[src/rtl/ms_row_loader.sv]
// Row loader for the margin-sampling core: packs N_CLASSES scores per sample into one
// BRAM row, stores N_SAMPLES rows, then launches the core and waits for it to finish.
module ms_row_loader #(
  parameter int N_CLASSES = 10,
  parameter int N_SAMPLES = 1024,
  parameter int SCORE_W   = 16,
  parameter int ROW_W     = 256,
  parameter int ROW_BYTES = ROW_W / 8
) (
  input  logic                           clk,
  input  logic                           rst_n,
  input  logic                           s_valid,
  output logic                           s_ready,
  input  logic [SCORE_W-1:0]             s_data,
  input  logic                           s_last,
  input  logic                           err_clr,
  output logic                           bram_en,
  output logic [ROW_W/8-1:0]             bram_we,
  output logic [31:0]                    bram_addr,
  output logic [ROW_W-1:0]               bram_din,
  output logic                           ms_start,
  input  logic                           ms_ready,
  output logic                           busy,
  output logic                           batch_done,
  output logic [$clog2(N_SAMPLES):0]     rows_written,
  output logic                           err_len
);

  localparam int RW_W   = $clog2(N_SAMPLES) + 1;
  localparam int LANE_W = (N_CLASSES > 1) ? $clog2(N_CLASSES) : 1;
  localparam int DATA_W = N_CLASSES * SCORE_W;

  localparam logic [LANE_W-1:0] LAST_LANE = LANE_W'(N_CLASSES - 1);
  localparam logic [RW_W-1:0]   ROWS_MAX  = RW_W'(N_SAMPLES);

  localparam logic [2:0] FILL      = 3'd0;
  localparam logic [2:0] WRITE     = 3'd1;
  localparam logic [2:0] KICK      = 3'd2;
  localparam logic [2:0] WAIT_BUSY = 3'd3;
  localparam logic [2:0] WAIT_DONE = 3'd4;

  // Forces every lane at or above N_CLASSES to zero.
  function automatic logic [ROW_W-1:0] row_mask(input logic [ROW_W-1:0] row);
    logic [ROW_W-1:0] m;
    for (int i = 0; i < ROW_W; i++) begin
      m[i] = (i < DATA_W) ? row[i] : 1'b0;
    end
    return m;
  endfunction

  logic [2:0]         state_r, state_nxt_s;
  logic [LANE_W-1:0]  lane_r, lane_nxt_s;
  logic [ROW_W-1:0]   buf_r, buf_nxt_s, row_s;
  logic [RW_W-1:0]    rows_r, rows_nxt_s;
  logic               err_set_s, err_nxt_s, done_nxt_s;
  logic               s_ready_r, busy_r, bram_en_r, batch_done_r, err_r;
  logic [ROW_W/8-1:0] bram_we_r;
  logic [31:0]        bram_addr_r;
  logic [ROW_W-1:0]   bram_din_r;

  // Buffer with the currently offered score dropped into its lane.
  always_comb begin
    row_s = buf_r;
    for (int i = 0; i < N_CLASSES; i++) begin
      if (lane_r == LANE_W'(i)) begin
        row_s[i*SCORE_W +: SCORE_W] = s_data;
      end else begin
        row_s[i*SCORE_W +: SCORE_W] = buf_r[i*SCORE_W +: SCORE_W];
      end
    end
  end

  // Next-state, lane, buffer, row-count and error-set decisions.
  always_comb begin
    state_nxt_s = state_r;
    lane_nxt_s  = lane_r;
    buf_nxt_s   = buf_r;
    rows_nxt_s  = rows_r;
    err_set_s   = 1'b0;
    done_nxt_s  = 1'b0;
    case (state_r)
      FILL: begin
        if (s_valid) begin
          if (lane_r == LAST_LANE) begin
            // Row is complete; row_s is captured into bram_din on this edge.
            state_nxt_s = WRITE;
            lane_nxt_s  = '0;
            buf_nxt_s   = '0;
            err_set_s   = ~s_last;
          end else if (s_last) begin
            lane_nxt_s = '0;
            buf_nxt_s  = '0;
            err_set_s  = 1'b1;
          end else begin
            lane_nxt_s = lane_r + LANE_W'(1);
            buf_nxt_s  = row_s;
          end
        end else begin
          state_nxt_s = FILL;
        end
      end
      WRITE: begin
        rows_nxt_s = rows_r + RW_W'(1);
        if ((rows_r + RW_W'(1)) == ROWS_MAX) begin
          state_nxt_s = KICK;
        end else begin
          state_nxt_s = FILL;
        end
      end
      KICK: begin
        if (ms_ready) begin
          state_nxt_s = WAIT_BUSY;
        end else begin
          state_nxt_s = KICK;
        end
      end
      WAIT_BUSY: begin
        if (!ms_ready) begin
          state_nxt_s = WAIT_DONE;
        end else begin
          state_nxt_s = WAIT_BUSY;
        end
      end
      WAIT_DONE: begin
        if (ms_ready) begin
          state_nxt_s = FILL;
          rows_nxt_s  = '0;
          done_nxt_s  = 1'b1;
        end else begin
          state_nxt_s = WAIT_DONE;
        end
      end
      default: begin
        state_nxt_s = FILL;
        lane_nxt_s  = '0;
        buf_nxt_s   = '0;
        rows_nxt_s  = '0;
      end
    endcase
  end

  // Sticky length error; a clear wins over a set in the same cycle.
  always_comb begin
    if (err_clr) begin
      err_nxt_s = 1'b0;
    end else begin
      err_nxt_s = err_r | err_set_s;
    end
  end

  // State, datapath and registered outputs (decoded from the next state).
  always_ff @(posedge clk or negedge rst_n) begin
    if (!rst_n) begin
      state_r      <= FILL;
      lane_r       <= '0;
      buf_r        <= '0;
      rows_r       <= '0;
      err_r        <= 1'b0;
      s_ready_r    <= 1'b1;
      busy_r       <= 1'b0;
      bram_en_r    <= 1'b0;
      bram_we_r    <= '0;
      bram_addr_r  <= 32'd0;
      bram_din_r   <= '0;
      batch_done_r <= 1'b0;
    end else begin
      state_r      <= state_nxt_s;
      lane_r       <= lane_nxt_s;
      buf_r        <= buf_nxt_s;
      rows_r       <= rows_nxt_s;
      err_r        <= err_nxt_s;
      s_ready_r    <= (state_nxt_s == FILL);
      busy_r       <= (state_nxt_s != FILL);
      bram_en_r    <= (state_nxt_s == WRITE);
      bram_we_r    <= (state_nxt_s == WRITE) ? '1 : '0;
      bram_addr_r  <= (state_nxt_s == WRITE) ? (32'(rows_r) * 32'(ROW_BYTES)) : 32'd0;
      bram_din_r   <= (state_nxt_s == WRITE) ? row_mask(row_s) : '0;
      batch_done_r <= done_nxt_s;
    end
  end

  // The start pulse must land in the same cycle the core reports idle.
  assign ms_start     = (state_r == KICK) && ms_ready;
  assign s_ready      = s_ready_r;
  assign busy         = busy_r;
  assign bram_en      = bram_en_r;
  assign bram_we      = bram_we_r;
  assign bram_addr    = bram_addr_r;
  assign bram_din     = bram_din_r;
  assign batch_done   = batch_done_r;
  assign rows_written = rows_r;
  assign err_len      = err_r;

endmodule
[config.mk]
export PLATFORM = sky130hd
export DESIGN_NAME = ms_row_loader
export DESIGN_NICKNAME = d
export VERILOG_FILES = /design/src/rtl/ms_row_loader.sv
export SDC_FILE = /design/constraint.sdc
export NUM_CORES = 1
export LEC_CHECK = 0
export CAP_MARGIN = 20
export CORE_ASPECT_RATIO = 0.9
export CORE_UTILIZATION = 54
export CTS_CLUSTER_SIZE = 40
export DETAILED_ROUTE_END_ITERATION = 6
export PLACE_DENSITY = 0.86
export SLEW_MARGIN = 20
export SYNTH_ARGS = -nofsm -noshare
export SYNTH_HDL_FRONTEND = slang
export SYNTH_SLANG_ARGS = --single-unit
[constraint.sdc]
create_clock -name clk -period 5.1 [get_ports clk]
set_input_delay 1.53 -clock clk [delete_from_list [all_inputs] [get_ports clk]]
set_output_delay 1.53 -clock clk [all_outputs]
set_load 0.01 [all_outputs]
==> impl_metrics.tcl, run 1 <==
set metrics [dict create \
    outcome "finished, final reports clean" \
    synthMuxAreaShare_pct 0.0670 \
    die_w_um 177 \
    fmax_ghz 0.222 \
    synth_compound_area_share_pct 16.3 \
    hold_violations 0 \
    tightest_slew_ns 1.15 \
    antenna_found_initial 0 \
    synthFlopType "dfrtp_1" \
    hold_ws_ns 0.496 \
    cp_slowest_cell "clkdlybuf4s50_1" \
    cpMostUsedCell "clkdlybuf4s50_1" \
    synthXorXnorAreaFrac_pct 0.410 \
    ys_types 51 \
    yosysMostFrequentCell "dfrtp_1" \
    numCtsBuffers 37 \
    diodes 0 \
    skew_ns 0.0176 \
    synth-adder-area-share_pct 0.419 \
    cts_hold_repair.buffers 0 \
    rsz0062_at_grt "no" \
    htreeDepth 2 \
    cts.path.max_buffers 3 \
    tns_ns 0 \
    path_cells "clkdlybuf4s50_1, nand2_1, nor3_1, clkdlybuf4s50_1" \
    viasPerCell 5.64 \
    total_power_w 0.00701 \
    clkLatencyLatePin_ns 0.52 \
    remaining_drc_errors 0 \
    fin_crit_ns 4.50 \
    fin_cells 1933 \
    cts_tree "yes" \
    setup_viol 0 \
    avgRoutedWirePerCell_um 19.0 \
    synth_area_mm2 0.0149 \
    cp-start-kind "input port" \
    crit_required_ns 3.57 \
    report.final.slew_viol_count 0 \
    gr-usage-all-layers_pct 26.0 \
    synthTopCellsByArea "dfrtp_1 (59%), nand2_1 (8.5%), a22o_1 (8.5%), buf_4 (8.1%), a21oi_1 (5.6%)" \
    root_buffer "clkbuf_16" \
    rows 57 \
    cts_resized 0 \
    drtIter0Drc 1008 \
    postCtsSetupRepairBufs 0 \
    power_density_mw_per_mm2 394 \
    die_y_um 160 \
    cpPeakStageDelay_ns 0.58 \
    critPathBufInv 2 \
    drive_above_1_share_pct 5.32 \
    first_global_vias 10300 \
    clk_pin_slew_ns 0.05 \
    nets 1585 \
    synth_top_area_share_pct 59.1 \
    ys_ff_latch 354 \
    max-slew-margin-rel_pct 23.0 \
    die_area_mm2 0.0283 \
    grt_remaining_overflow 0 \
    gp_congestion 0.852 \
    ys_seq_area_share_pct 59.3 \
    maxCapViolCount 0 \
    final_util_pct 65.6 \
    port_buffers 241 \
    synth_simple_gate_area_share_pct 12.2 \
    area_growth_pct 19.0 \
    critPathCaptureType "output port" \
    hold_class "reg -> reg" \
    drt_wl_total_um 36700 \
    grt_max_degree 113 \
    ant_nets 0 \
    final.period_utilization_pct 88.2 \
    synth_cells 1419 \
    grt_pass1_wl_um 57400 \
    async_reset_ff_share_pct 100 \
    path_delay_family "buffers and inverters" \
    cts.sinks 354 \
    critical_path_class "in -> out" \
    core-area_mm2 0.0271 \
    yosys.area.top_type "dfrtp_1" \
    route.vias.total 10900 \
    netlist_top_cells_count "dfrtp_1 (353), nand2_1 (340), a21oi_1 (167), buf_4 (162), a22o_1 (145)" \
    synth-edff-count 0 \
    pin_count 359 \
    initial_core_util_pct 55.1 \
    leakagePower_nw 7.87 \
    worst-endpoint-arrival_ns 2.97 \
    cp_max_fo 6 \
    dr.pass1.iters 5 \
    place_inst 1873 \
    synth_top_family_by_area "compound AO/OA/AOI/OAI gates" \
    yosys_warnings 0 \
    ir_drop_mv 0.239 \
    dp_hpwl_um 22800 \
    postSynthAreaPerCell_um2 10.5 \
]
==> flip-flops by register name, summed over array words and instances (netlist names), 3 cells and up <==
register	cells
bram_din	160
buf_r	160
bram_addr	11
rows_written	11
lane_r	4
state_r	3
==> area by class of cell <==
type	instances	area, µm²
clock inverter	6	41.3
inverter	6	22.5
sequential	354	8860
timing repair buffer	248	2510
fill	2035	9320
clock buffer	54	1060
tap	354	443
multi-input combinational	911	4840
==> placed cells by master, fill, tap and decap left out, types with 3 or more instances in the layout <==
| master | n |
|---|---|
| buf_4 | 4 |
| nand2_1 | 340 |
| buf_12 | 3 |
| ha_1 | 5 |
| o21ai_2 | 8 |
| o31ai_1 | 4 |
| clkbuf_16 | 37 |
| clkbuf_1 | 10 |
| nor2_1 | 8 |
| nor2_2 | 8 |
| and2_1 | 19 |
| a22o_1 | 145 |
| nor3_1 | 4 |
| nand3b_1 | 3 |
| o21ai_0 | 17 |
| clkinv_2 | 3 |
| clkbuf_8 | 7 |
| nor2b_1 | 18 |
| clkdlybuf4s50_1 | 240 |
| inv_1 | 6 |
| and4_1 | 3 |
| a21oi_1 | 167 |
| and3_1 | 4 |
| nand4_1 | 3 |
| xor2_1 | 5 |
| conb_1 | 117 |
| dfrtp_1 | 353 |
==> metal layers <==
layer / track usage, % / part of all wire (%) / vias up
li1: - / - / 4767
met1: 36.4 / 41 / 5400
met2: 40.7 / 47 / 639
met3: 5.07 / 8.8 / 88
met4: 8.97 / 3.0 / 0
met5: 0 / 0 / -
==> per-stage QoR <==
| stage | setup WS [ns] | cell area (µm²) |
|---|---|---|
| 5_1_grt | 0.522 | 17800 |
| 6_report | 0.600 | 17800 |
| 2_1_floorplan | 1.73 | 15400 |
| 4_1_cts | 0.590 | 17800 |
| 3_5_place_dp | 0.613 | 16700 |
| 3_3_place_gp | 0.579 | 16700 |
==> cell families (layout without fill, tap and decap cells) <==
logic type,after synthesis,after routing
muxes,1,1
xor gates and xnor gates,7,7
other,1,117
DFF,354,354
adders and majority gates,5,5
buffers and inverters,270,314
and+or+nand+nor,423,423
AOI/OAI and AO/OA,358,358
==> report_power, final <==
part / switching (W) / internal (W)
clock: 0.00104 / 0.00143
combinational: 0.000874 / 0.000437
sequential: 0.000197 / 0.00303
==> worst reg2reg max path: cells and delay by family (launching register included) <==
| family | cells | cell delay [ns] |
|---|---|---|
| simple gates | 4 | 2.09 |
| flops | 1 | 0.43 |
| fa+ha+maj | 1 | 0.34 |
| buf+inv | 1 | 0.12 |
==> worst paths after layout <==
check                           slack (ns)  cells past startpoint          to  startpoint
worst max-delay path                  0.60                      4    ms_start    ms_ready
worst min-delay path                  0.50                      1  buf_r[141]  buf_r[141]
worst max register to register        1.97                      6  buf_r[152]   lane_r[1]
worst min register to register        0.50                      1  buf_r[141]  buf_r[141]
max in group asynchronous             3.00                      2     s_ready       rst_n
min in group asynchronous             1.10                      1   buf_r[83]       rst_n
No activity file was read; power rests on OpenSTA's default activity.
==> inputs of run 2 (changes only) <==
--- a/config.mk
+++ b/config.mk
@@ -5,12 +5,15 @@
 export SDC_FILE = /design/constraint.sdc
 export NUM_CORES = 1
 export LEC_CHECK = 0
+export ABC_AREA = 1
 export CAP_MARGIN = 20
 export CORE_ASPECT_RATIO = 0.9
 export CORE_UTILIZATION = 54
 export CTS_CLUSTER_SIZE = 40
 export DETAILED_ROUTE_END_ITERATION = 6
 export PLACE_DENSITY = 0.86
+export SETUP_SLACK_MARGIN = 0.2
+export SKIP_CTS_REPAIR_TIMING = 1
 export SLEW_MARGIN = 20
 export SYNTH_ARGS = -nofsm -noshare
 export SYNTH_HDL_FRONTEND = slang
==> run 2 against run 1 <==
Compared with the run above: power increased by 19%; cell count increased by 8.6%; die area increased by 0.54%; combinational power increased by 76%; flip-flop and latch count unchanged; non-clock buffer count increased by 2; via count increased by 2.0%; hold slack got worse by 0.0027 ns; sequential share of layout area decreased by 1.1 points; routed wire length increased by 2.0%; worst setup slack improved by 0.20 ns; critical path type unchanged; highest routed layer is now met5.
==> impl_metrics.tcl, run 2 <==
set metrics [dict create \
    cp_slowest_cell "clkdlybuf4s50_1" \
    yosys.area.top_type "dfrtp_1" \
    synth-edff-count 0 \
    diodes 0 \
    cp_max_fo 4 \
    setup_ws_ns 0.798 \
    path_delay_family "buffers and inverters" \
    synth_top_area_share_pct 58.8 \
    critical_path_class "in -> out" \
    reg2reg_slack_ns 1.79 \
    synth_area_mm2 0.0150 \
    cpPeakStageDelay_ns 0.54 \
    clkLatencyLatePin_ns 0.52 \
    ys_types 30 \
    ir_drop_mv 0.251 \
    avgRoutedWirePerCell_um 17.8 \
    worst-endpoint-arrival_ns 2.77 \
    synth_compound_area_share_pct 14.3 \
    report.final.slew_viol_count 0 \
    die_area_mm2 0.0285 \
    ys_seq_area_share_pct 59.0 \
    cts.sinks 354 \
    hold_ws_ns 0.493 \
    synth_top_family_by_area "buffers and inverters" \
    synthTopCellsByArea "dfrtp_1 (59%), buf_4 (7.5%), nand2_1 (5.4%), o21ai_0 (5.1%), nor2_1 (4.7%)" \
    fmax_ghz 0.232 \
    synthXorXnorAreaFrac_pct 0.0583 \
    pin_count 359 \
    root_buffer "clkbuf_16" \
    drive_above_1_share_pct 7.28 \
    reg2reg_to "buf_r[86]" \
    area_growth_pct 21.0 \
    route.vias.total 11100 \
    viasPerCell 5.29 \
    power_density_mw_per_mm2 460 \
    initial_core_util_pct 55.3 \
    dp_hpwl_um 22300 \
    setup_viol 0 \
    drt_wl_total_um 37500 \
    crit_cells 4 \
    numCtsBuffers 36 \
    synth_simple_gate_area_share_pct 11.2 \
    ys_ff_latch 354 \
    hold_violations 0 \
    netlist_top_cells_count "dfrtp_1 (353), nand2_1 (216), nor2_1 (189), inv_1 (184), o21ai_0 (153)" \
    rows 57 \
    place_ws_ns 0.814 \
    leakagePower_nw 8.67 \
    yosys_warnings 0 \
    port_buffers 241 \
    synth_cells 1559 \
    nets 1745 \
    cp-start-kind "input port" \
    final_util_pct 66.9 \
    critPathCaptureType "output port" \
    critPathBufInv 3 \
    crit_start "ms_ready" \
    die_y_um 160 \
    skew_ns 0.0104 \
    cpMostUsedCell "clkdlybuf4s50_1" \
    hold_class "reg -> reg" \
    grt_remaining_overflow 0 \
    yosysMostFrequentCell "dfrtp_1" \
    r2r_cells 7 \
    grt_pass1_wl_um 57700 \
    dr.pass1.iters 7 \
    synthMuxAreaShare_pct 0 \
    cts.path.max_buffers 3 \
    cp-endpoint "ms_start" \
    max-slew-margin-rel_pct 20.4 \
    grt_max_degree 146 \
    mostFrequentLayoutCells "dfrtp_1 (353), clkdlybuf4s50_1 (240), nand2_1 (215)" \
    postSynthAreaPerCell_um2 9.63 \
    cts_tree "yes" \
    crit_required_ns 3.57 \
    final_common_cell "dfrtp_1" \
    path_cells "clkdlybuf4s50_1, inv_1, nor2_1, clkdlybuf4s50_1" \
    fin_crit_ns 4.30 \
    final.period_utilization_pct 84.3 \
    tightest_slew_ns 1.19 \
    total_power_w 0.00836 \
    multi_input_area_mm2 0.00438 \
    clk_pin_slew_ns 0.06 \
    register_area_mm2 0.00886 \
    rsz0062_at_grt "no" \
    drtIter0Drc 1264 \
    htreeDepth 2 \
    outcome "finished, final reports clean" \
    remaining_drc_errors 0 \
    synth-adder-area-share_pct 0.417 \
    fill_cells 1976 \
    gr-usage-all-layers_pct 26.4 \
    die_w_um 178 \
    maxCapViolCount 0 \
    core-area_mm2 0.0272 \
    gp_congestion 0.853 \
    antenna_found_initial 4 \
    r2r-start "lane_r[1]" \
    tns_ns 0 \
    ant_nets 0 \
    synthFlopType "dfrtp_1" \
    first_global_vias 10500 \
    async_reset_ff_share_pct 100 \
]
==> run 2: worst min path at each step <==
stage / startpoint / end / cells after the start
2_1_floorplan: buf_r[159] / buf_r[159] / 2
3_3_place_gp: buf_r[159] / buf_r[159] / 2
3_5_place_dp: buf_r[159] / buf_r[159] / 2
4_1_cts: buf_r[147] / buf_r[147] / 2
5_1_grt: buf_r[147] / buf_r[147] / 2
6_report: buf_r[159] / buf_r[159] / 2
==> run 2: cell type report <==
class                   instances  share of cell area [%]
repair buffers                250                    13.9
well taps                     354                    2.44
flip-flops and latches        354                    48.7
multi-input cells             888                    24.1
clock buffers                  57                    6.28
inverters                     188                    3.90
clock inverters                 8                   0.578
==> run 2: logic make-up (layout without fill, tap and decap cells) <==
group / Yosys count / count (layout)
and+or+nand+nor: 433 / 433
buffers and inverters: 433 / 503
DFF: 354 / 354
adders and majority gates: 5 / 5
xor gates and xnor gates: 1 / 1
other: 1 / 117
AOI/OAI and AO/OA: 332 / 332
==> run 2: worst register-to-register path: cells and delay by family (launching register included) <==
kind / cells / cell delay [ns]
AND/OR/NAND/NOR: 3 / 1.51
AO/OA/AOI/OAI: 1 / 0.67
buffers and inverters: 2 / 0.39
flip-flops: 1 / 0.37
adder cells (fa/ha/maj): 1 / 0.24
==> run 2: power breakdown <==
group | switching, W | total, W | internal (W)
clock | 0.00109 | 0.00273 | 0.00164
combinational | 0.00155 | 0.00230 | 0.000757
sequential | 0.000167 | 0.00333 | 0.00317
total | 0.00280 | 0.00836 | 0.00557
==> run 2: stage by stage <==
| step | instances | cell area, µm² |
|---|---|---|
| 3_5_place_dp | 2034 | 16900 |
| 4_1_cts | 2099 | 18200 |
| 3_3_place_gp | 2034 | 16900 |
| 2_1_floorplan | 1675 | 15500 |
| 6_report | 2099 | 18200 |
| 5_1_grt | 2099 | 18200 |
==> run 2: per-layer routing <==
layer,GRT usage (%),vias up,wire (µm)
met5,0,-,13
met4,7.77,2,973
met3,6.07,81,3480
met2,42.0,559,18000
met1,36.3,5434,15000
li1,-,5037,-
